--- src/rtl/core_ctrl.sv ---
// core_ctrl: multi-cycle FETCH/DECODE/EXEC/MEM/WB sequencer for the RV32I datapath with memory handshakes, timeout trap and retired counter
module core_ctrl #(
  parameter int MEM_TIMEOUT = 255,
  parameter int CNT_W       = 8
) (
  input  logic        clk,
  input  logic        rst_n,
  input  logic [31:0] ins,
  input  logic        imem_ready,
  input  logic        dmem_ready,
  input  logic        br_eq,
  input  logic        br_lt,
  input  logic        br_ltu,
  output logic        imem_req,
  output logic        ir_write,
  output logic        dmem_req,
  output logic        dmem_we,
  output logic        pc_write,
  output logic [1:0]  pc_sel,
  output logic        regfile_write,
  output logic [1:0]  wb_sel,
  output logic        alu_src_a,
  output logic        alu_src_b,
  output logic [9:0]  alu_fn,
  output logic        halted,
  output logic [1:0]  trap_cause,
  output logic [31:0] instret
);
  localparam logic [2:0] IDLE   = 3'd0;
  localparam logic [2:0] FETCH  = 3'd1;
  localparam logic [2:0] DECODE = 3'd2;
  localparam logic [2:0] EXEC   = 3'd3;
  localparam logic [2:0] MEM    = 3'd4;
  localparam logic [2:0] WB     = 3'd5;
  localparam logic [2:0] TRAP   = 3'd6;
  localparam logic [6:0] OP_R     = 7'b0110011;
  localparam logic [6:0] OP_I     = 7'b0010011;
  localparam logic [6:0] OP_LD    = 7'b0000011;
  localparam logic [6:0] OP_ST    = 7'b0100011;
  localparam logic [6:0] OP_BR    = 7'b1100011;
  localparam logic [6:0] OP_JAL   = 7'b1101111;
  localparam logic [6:0] OP_JALR  = 7'b1100111;
  localparam logic [6:0] OP_LUI   = 7'b0110111;
  localparam logic [6:0] OP_AUIPC = 7'b0010111;
  logic [2:0]       state, state_nx;
  logic [CNT_W-1:0] cnt;
  logic [1:0]       cause_nx;
  logic             inc, timeout, taken, legal, alu_en;
  logic [6:0]       op;
  logic [2:0]       f3;
  logic [6:0]       f7;
  logic             is_r, is_i, is_ld, is_st, is_br, is_jal, is_jalr, is_lui, is_auipc;
  logic             unused_ins;
  assign op         = ins[6:0];
  assign f3         = ins[14:12];
  assign f7         = ins[31:25];
  assign unused_ins = ^ins[24:15];
  assign is_r       = op == OP_R;
  assign is_i       = op == OP_I;
  assign is_ld      = op == OP_LD;
  assign is_st      = op == OP_ST;
  assign is_br      = op == OP_BR;
  assign is_jal     = op == OP_JAL;
  assign is_jalr    = op == OP_JALR;
  assign is_lui     = op == OP_LUI;
  assign is_auipc   = op == OP_AUIPC;
  // branch funct3 010/011 have no defined condition, so they are rejected at decode
  assign legal   = is_r | is_i | is_ld | is_st | (is_br & (f3[2:1] != 2'b01)) |
                   is_jal | is_jalr | is_lui | is_auipc;
  assign taken   = (f3[2] ? (f3[1] ? br_ltu : br_lt) : br_eq) ^ f3[0];
  assign timeout = (MEM_TIMEOUT != 0) && (cnt == CNT_W'(MEM_TIMEOUT - 1));
  // ALU controls stay stable through MEM/WB so an unregistered ALU result remains valid
  assign alu_en    = (state == EXEC) | (state == MEM) | (state == WB);
  assign alu_src_a = alu_en & is_auipc;
  assign alu_src_b = alu_en & (is_i | is_ld | is_st | is_jalr | is_auipc | is_lui);
  assign alu_fn    = !alu_en ? 10'd0 :
                     is_r    ? {f7, f3} :
                     is_i    ? ((f3 == 3'b101) ? {f7, f3} : {7'd0, f3}) : 10'd0;
  assign halted    = state == TRAP;
  always_comb begin
    state_nx      = state;
    cause_nx      = trap_cause;
    inc           = 1'b0;
    imem_req      = 1'b0;
    ir_write      = 1'b0;
    dmem_req      = 1'b0;
    dmem_we       = 1'b0;
    pc_write      = 1'b0;
    pc_sel        = 2'd0;
    regfile_write = 1'b0;
    wb_sel        = 2'd0;
    case (state)
      IDLE: state_nx = FETCH;
      FETCH: begin
        imem_req = 1'b1;
        ir_write = imem_ready;
        state_nx = imem_ready ? DECODE : timeout ? TRAP : FETCH;
        cause_nx = (!imem_ready && timeout) ? 2'd2 : trap_cause;
      end
      DECODE: begin
        state_nx = legal ? EXEC : TRAP;
        cause_nx = legal ? trap_cause : 2'd1;
      end
      EXEC: begin
        pc_write = is_br;
        pc_sel   = {1'b0, is_br & taken};
        inc      = is_br;
        state_nx = is_br ? FETCH : (is_ld | is_st) ? MEM : WB;
      end
      MEM: begin
        dmem_req = 1'b1;
        dmem_we  = is_st;
        pc_write = dmem_ready & is_st;
        inc      = dmem_ready & is_st;
        state_nx = dmem_ready ? (is_st ? FETCH : WB) : timeout ? TRAP : MEM;
        cause_nx = (!dmem_ready && timeout) ? 2'd3 : trap_cause;
      end
      WB: begin
        regfile_write = |ins[11:7];
        wb_sel        = is_ld ? 2'd1 : (is_jal | is_jalr) ? 2'd2 : 2'd0;
        pc_write      = 1'b1;
        pc_sel        = is_jal ? 2'd1 : is_jalr ? 2'd2 : 2'd0;
        inc           = 1'b1;
        state_nx      = FETCH;
      end
      TRAP: state_nx = TRAP;
      default: state_nx = IDLE;
    endcase
  end
  always_ff @(posedge clk or negedge rst_n) begin
    if (!rst_n) begin
      state      <= IDLE;
      cnt        <= '0;
      trap_cause <= 2'd0;
      instret    <= 32'd0;
    end else begin
      state      <= state_nx;
      cnt        <= (state_nx == state && (state == FETCH || state == MEM)) ? cnt + 1'b1 : '0;
      trap_cause <= cause_nx;
      instret    <= instret + {31'd0, inc};
    end
  end
endmodule

--- config.mk ---
export PLATFORM = sky130hd
export DESIGN_NAME = core_ctrl
export DESIGN_NICKNAME = d
export VERILOG_FILES = /design/src/rtl/core_ctrl.sv
export SDC_FILE = /design/constraint.sdc
export NUM_CORES = 1
export LEC_CHECK = 0
export BUFFER_PORTS_ARGS = -buffer_cell sky130_fd_sc_hd__buf_4
export CAP_MARGIN = 20
export CORE_ASPECT_RATIO = 0.75
export CORE_MARGIN = 2
export CORE_UTILIZATION = 45
export DETAILED_ROUTE_END_ITERATION = 8
export PLACE_DENSITY = 0.84
export SETUP_SLACK_MARGIN = 0.05
export SYNTH_ARGS = -nofsm -noshare
export SYNTH_HDL_FRONTEND = slang
export SYNTH_SLANG_ARGS = --single-unit
--- constraint.sdc ---
create_clock -name clk -period 3.5 [get_ports clk]
set_input_delay 0.7 -clock clk [delete_from_list [all_inputs] [get_ports clk]]
set_output_delay 0.7 -clock clk [all_outputs]
set_load 0.03 [all_outputs]
### Yosys cells after proc, flatten, opt, wreduce, memory -nomap -nowiden

Index checks and enable logic that the tools add are counted.

| storage, ports and cells | value |
|---|---|
| memories kept | 0 |
| bits in latches | 0 |
| logic and storage cells | 94 |
| output and inout bits | 57 |
| bits in registers | 45 |
| input bits | 39 |
| memory bits (writable) | 0 |
| memory bits (read-only) | 0 |

| cells by class | value |
|---|---|
| bitwise logic cells | 23 |
| add/subtract/negate cells | 2 |
| reduce and logical (&&, ||, !) cells | 11 |
| multiply operators | 0 |
| magnitude comparators | 0 |
| eq/ne operators | 22 |
| shifts and indexed selects | 0 |
| mux-type cells | 32 |
| div/mod/pow operators | 0 |

Operator list:

| cell | count |
|---|---|
| two-way mux 10 bit | 4 |
| adder 32 x 1 -> 32 bit | 1 |
| == test 7 x 6 -> 1 bit, second input constant | 3 |
| == test 7 bit, second input constant | 3 |
| two-way mux 2 bit | 9 |
| two-way mux 3 bit | 6 |
| one-hot mux 3 bit (6 select lines) | 1 |
| OR 1 bit | 17 |
| == test 7 x 5 -> 1 bit, second input constant | 2 |
| == test 3 bit, second input constant | 4 |
| adder 8 x 1 -> 8 bit, second input constant | 1 |
| == test 8 bit, second input constant | 1 |
| two-way mux 1 bit | 8 |
| two-way mux 8 bit | 1 |
| == test 7 x 2 -> 1 bit, second input constant | 1 |
| == test 3 x 2 -> 1 bit, second input constant | 2 |
| one-hot mux 2 bit (3 select lines) | 1 |
| AND 1 bit | 5 |
| OR reduction 5 bit | 1 |
| inequality test 2 x 1 -> 1 bit, second input constant | 2 |
| inequality test 2 bit, second input constant | 2 |
| one-hot mux 2 bit (2 select lines) | 1 |
| AND reduction 4 bit | 1 |
| == test 3 x 1 -> 1 bit, second input constant | 1 |
| 9 further kinds | 12 |

### Logic depth before layout (Yosys ltp)

| logic depth | value |
|---|---|
| depth after elaboration | 14 |
| mapped depth | 10 |
| mapped depth without buffers | 9 |

### Worst setup path before layout

No wires, ideal clock.

| path | value |
|---|---|
| path type | input port to output port |
| start point | input port ins[2] |
| end point | output port pc_sel[0] |
| path slack | 0.536 ns |
| data required time | 2.800 ns |
| data arrival time | 2.264 ns |
| buffers on the path | 1 |
| stages | 4 |
| path through | buf_1 > nand3_1 > nor3_1 > a32o_1 |

| on the way | value |
|---|---|
| cells in the longest elaborated chain, start to end | 3 |
| elaborated cells on any way between the ends | 5 |
| those cells by class | eq/ne: 2; mux: 2; bitwise: 1 |

RTL lines:

| what | RTL line | source |
|---|---|---|
| from (decl) | 8 | `input logic [31:0] ins,` |
| == test 7 bit, on equally long branches | 63, 62 |  |
| two-way mux 2 bit or AND 1 bit (tied branches) | 122, 106 |  |
| one-hot mux 2 bit (2 select lines) (*) | 92 | `case (state)` |
| to (decl) | 19 | `output logic [1:0] pc_sel,` |

Every way passes the cells marked *; elsewhere a longest branch is shown, timed or not.

### Worst setup path in the final report

| path | value |
|---|---|
| start point | register state[1] |
| end point | output port alu_fn[4] |

| on the way | value |
|---|---|
| cells in the longest elaborated chain, start to end | 4 |
| elaborated cells on any way between the ends | 6 |
| those cells by class | eq/ne: 3; mux: 1; bitwise: 2 |

RTL lines:

| what | RTL line | source |
|---|---|---|
| from (decl) | 45 | `logic [2:0] state, state_nx;` |
| from (signal assigned) | 137 | `state <= state_nx;` |
| == test 3 x 2 -> 1 bit or == test 3 bit (tied branches) | 73 | `assign alu_en = (state == EXEC) \| (state == MEM) \| (state == WB);` |
| OR 1 bit | 73 |  |
| OR 1 bit (*) | 73 |  |
| two-way mux 10 bit (*) | 76 | `assign alu_fn = !alu_en ? 10'd0 :` |
| to (decl) | 24 | `output logic [9:0] alu_fn,` |

Marks and branches as above.

==> impl_results.md <==
* Die height at 69.0 um
* Crit Path Class: flop to primary output
* Synth cell count leaders: 45 x dfrtp_1, 26 x xor2_1, 24 x nor2_1, 19 x nor3_1, 17 x nand2_1
* Area of the multi-input gates at 0.00132 sq mm
* F_max at ~370 MHz
* CP startpoint kind: flop
* Setup TNS at 0 ns
* Resized cells post-CTS at 0
* Synth Area in XOR/XNOR at about an eighth
* Slew @ Worst Pin at around 0.56 ns
* Routed wire length at between 5 and 6 mm
* Die X at a little over 90 um
* Final worst slack at around 0.76 ns
* CTS Buf Count at 5
* DP Cell Count at 410
* Layout area overhead at 31.2%
* Crit path time final at 2.74 ns
* Cell Count, Final, Fillers Out at between 400 and 500
* Combinational family with the most area after synthesis: simple AND/OR/NAND/NOR gates
* Diode count at 0
* Finished Core Util at about 62%
* # fillers at 452
* Starting Density at between 40% and 50%
* Seq/Total Area, Yosys at between 40% and 50%
* Synthesis-stage register bit count at 45
* Remaining antenna violation count at 0
* CP Max Fanout at 11
* Worst min path class: input pin to asynchronous set/reset pin
* Critical Path RT at between 2 and 3 ns
* Top FF cell, synth: dfrtp_1
* Worst EP arrival at between 2 and 2.5 ns
* CTS root buf: clkbuf_8
* Most area-hungry cell type in the Yosys netlist: dfrtp_1
* Final Max Tran Viols at 0
* Port bufs at between 80 and 90
* I/O Pins at 96
* Skew-Pair Late Insertion Delay at ~0.29 ns
* Post-route DRC at 0
* Drt via density at ~5.3
* Synthesized cell area at between 0.002 and 0.003 sq mm
* Mapped Cells at 258
* TritonCTS clock tree: yes
* Clk sinks at 45
* Setup violations, final at 0
* Yosys top cell area share at ~44%
* Fraction of layout cells with a size suffix above 1 at between 20% and 30%
* H-tree depth at 2
* CTS clk-pin slew, worst paths at about 0.08 ns
* Vias in the first global route at around 2,100
* Synthesized area per cell at roughly 10 sq um
* Placeable Area at ~0.0054 sq mm
* Router iterations before antenna repair at 5
* DR iter-0 viols at slightly below 200
* FFs w/ async S/R, synth at 100%
* DR vias at 2,231
* Final worst clock skew at 0.00473 ns
* Mux contribution to synthesized area at less than 1%
* Wire per inst at about 14 um
* Unrepaired setup endpoints after global routing: no
* Total power at 1.49 mW
* Syn_nets at 301
* Count leader, synth: dfrtp_1
* Synth cell types at 46
* Largest cells by area after synthesis: dfrtp_1 44%, xor2_1 9.0%, xnor2_1 3.8%
* Row count at 23
* Pwr Density at 448 mW/mm^2
* Clock Tree Buf Depth at 2
* Post-CTS setup buffer count at 0
* Largest net degree at the start of global routing at 46
* GPL Wtd Cong at between 0.9 and 1
* Hold_buf cts at 0
* Total gr overflow at 0
* DP Wirelength at around 4.5 mm
* Max cap viols at 0
* Post-synthesis compound-gate area fraction at between 6 and 7%
* GR Util All Layers at between 10% and 20%
* Die area at 0.00626 sq mm
* Final worst-path cycle share at about 78%
* Nets@finish at just under 400
* Pre-CTS setup slack at between 0.5 and 0.6 ns
* CP Capture Type: primary output
* Post-synth EDFFs at 0
* Ys Warns at 0
* Slew HR at 62.9%
* First-pass GRT wire length at 9.78 mm
* VDD IR max at roughly 0.19 mV
* Final hold vios at 0
* Outcome: completed
* Antenna violations before repair at 0
* Pleak at 1.63 nW
* FF/Latch Area at roughly 0.0011 sq mm
* Fraction of the mapped netlist area in adder cells at 1.97%
* Simple-gate portion of the synthesized area at a little under a third
==> per-stage QoR <==
stage,hold slack [ns],cell area (sq um)
after global routing,0.432,3330
after global placement,0.460,3220
after detailed placement,0.475,3220
after floorplan,0.404,2540
final,0.395,3330
after CTS,0.400,3330
==> cell usage in the layout (no fill, tap or decap), types with 4 or more instances in the layout <==
master,n
xnor2_1,11
nand2b_1,4
nand4_1,8
nand2_1,17
buf_4,85
nand3_1,12
clkbuf_8,6
nor4_1,5
nor2_1,24
a21oi_1,6
xor2_1,26
and2_1,11
inv_1,10
and4_1,6
dfrtp_1,45
nor3_1,19
nor2b_1,4
nand3b_1,4
o21ai_0,5
ha_1,4
==> flip-flops by register name, summed over array words and instances, names as in the netlist <==
register	count
instret	32
trap_cause	2
cnt	8
state	3
==> logic make-up (layout without fill, tap and decap cells) <==
kind of cell	Yosys count	count (layout)
AOI/OAI and AO/OA	24	24
and+or+nand+nor	129	129
muxes	1	1
DFF	45	45
adders and majority gates	4	4
xor gates and xnor gates	37	37
buffers and inverters	18	103
==> power breakdown <==
| part | switching (mW) | internal [mW] | total [mW] |
|---|---|---|---|
| Combinational | 0.266 | 0.176 | 0.442 |
| Sequential | 0.0793 | 0.572 | 0.651 |
| Clock | 0.166 | 0.233 | 0.399 |
| Total | 0.511 | 0.980 | 1.49 |
==> path summary, 6_finish.rpt <==
check / startpoint / end / slack (ns) / depth (start not counted)
worst max register to register: state[1]$_DFF_PN0_ / instret[30]$_DFF_PN0_ / 1.17 / 7
worst min register to register: instret[31]$_DFF_PN0_ / instret[31]$_DFF_PN0_ / 0.48 / 1
min in group clk: instret[31]$_DFF_PN0_ / instret[31]$_DFF_PN0_ / 0.48 / 1
worst max-delay path: state[1]$_DFF_PN0_ / alu_fn[4] / 0.76 / 5
worst min-delay path: rst_n / instret[6]$_DFF_PN0_ / 0.39 / 1
max in group asynchronous: rst_n / state[2]$_DFF_PN0_ / 2.73 / 1
==> worst max-delay path, cell delays in order, from the launching register on <==
cell and delay (ns):
dfrtp_1 0.54, and3b_1 0.34, o21ai_2 0.14, nor4_4 0.37
and2_1 0.18, buf_4 0.16
==> final cells by class <==
type,count,share of cell area [%]
clock inverter,1,0.901
sequential,45,33.8
inverter,10,1.13
tap,75,2.82
multi-input combinational,195,39.6
clock buffer,7,2.59
timing repair buffer,85,19.2
==> routing by layer <==
metal	GRT usage [%]	share of wire, %	vias to the layer above	wire length (um)
met4	7.18	1.7	0	99
li1	-	-	1082	-
met5	0	0	-	0
met3	4.15	5.1	11	305
met2	30.8	50	75	2940
met1	25.6	44	1063	2590
Power figures use the tool's default switching activity.
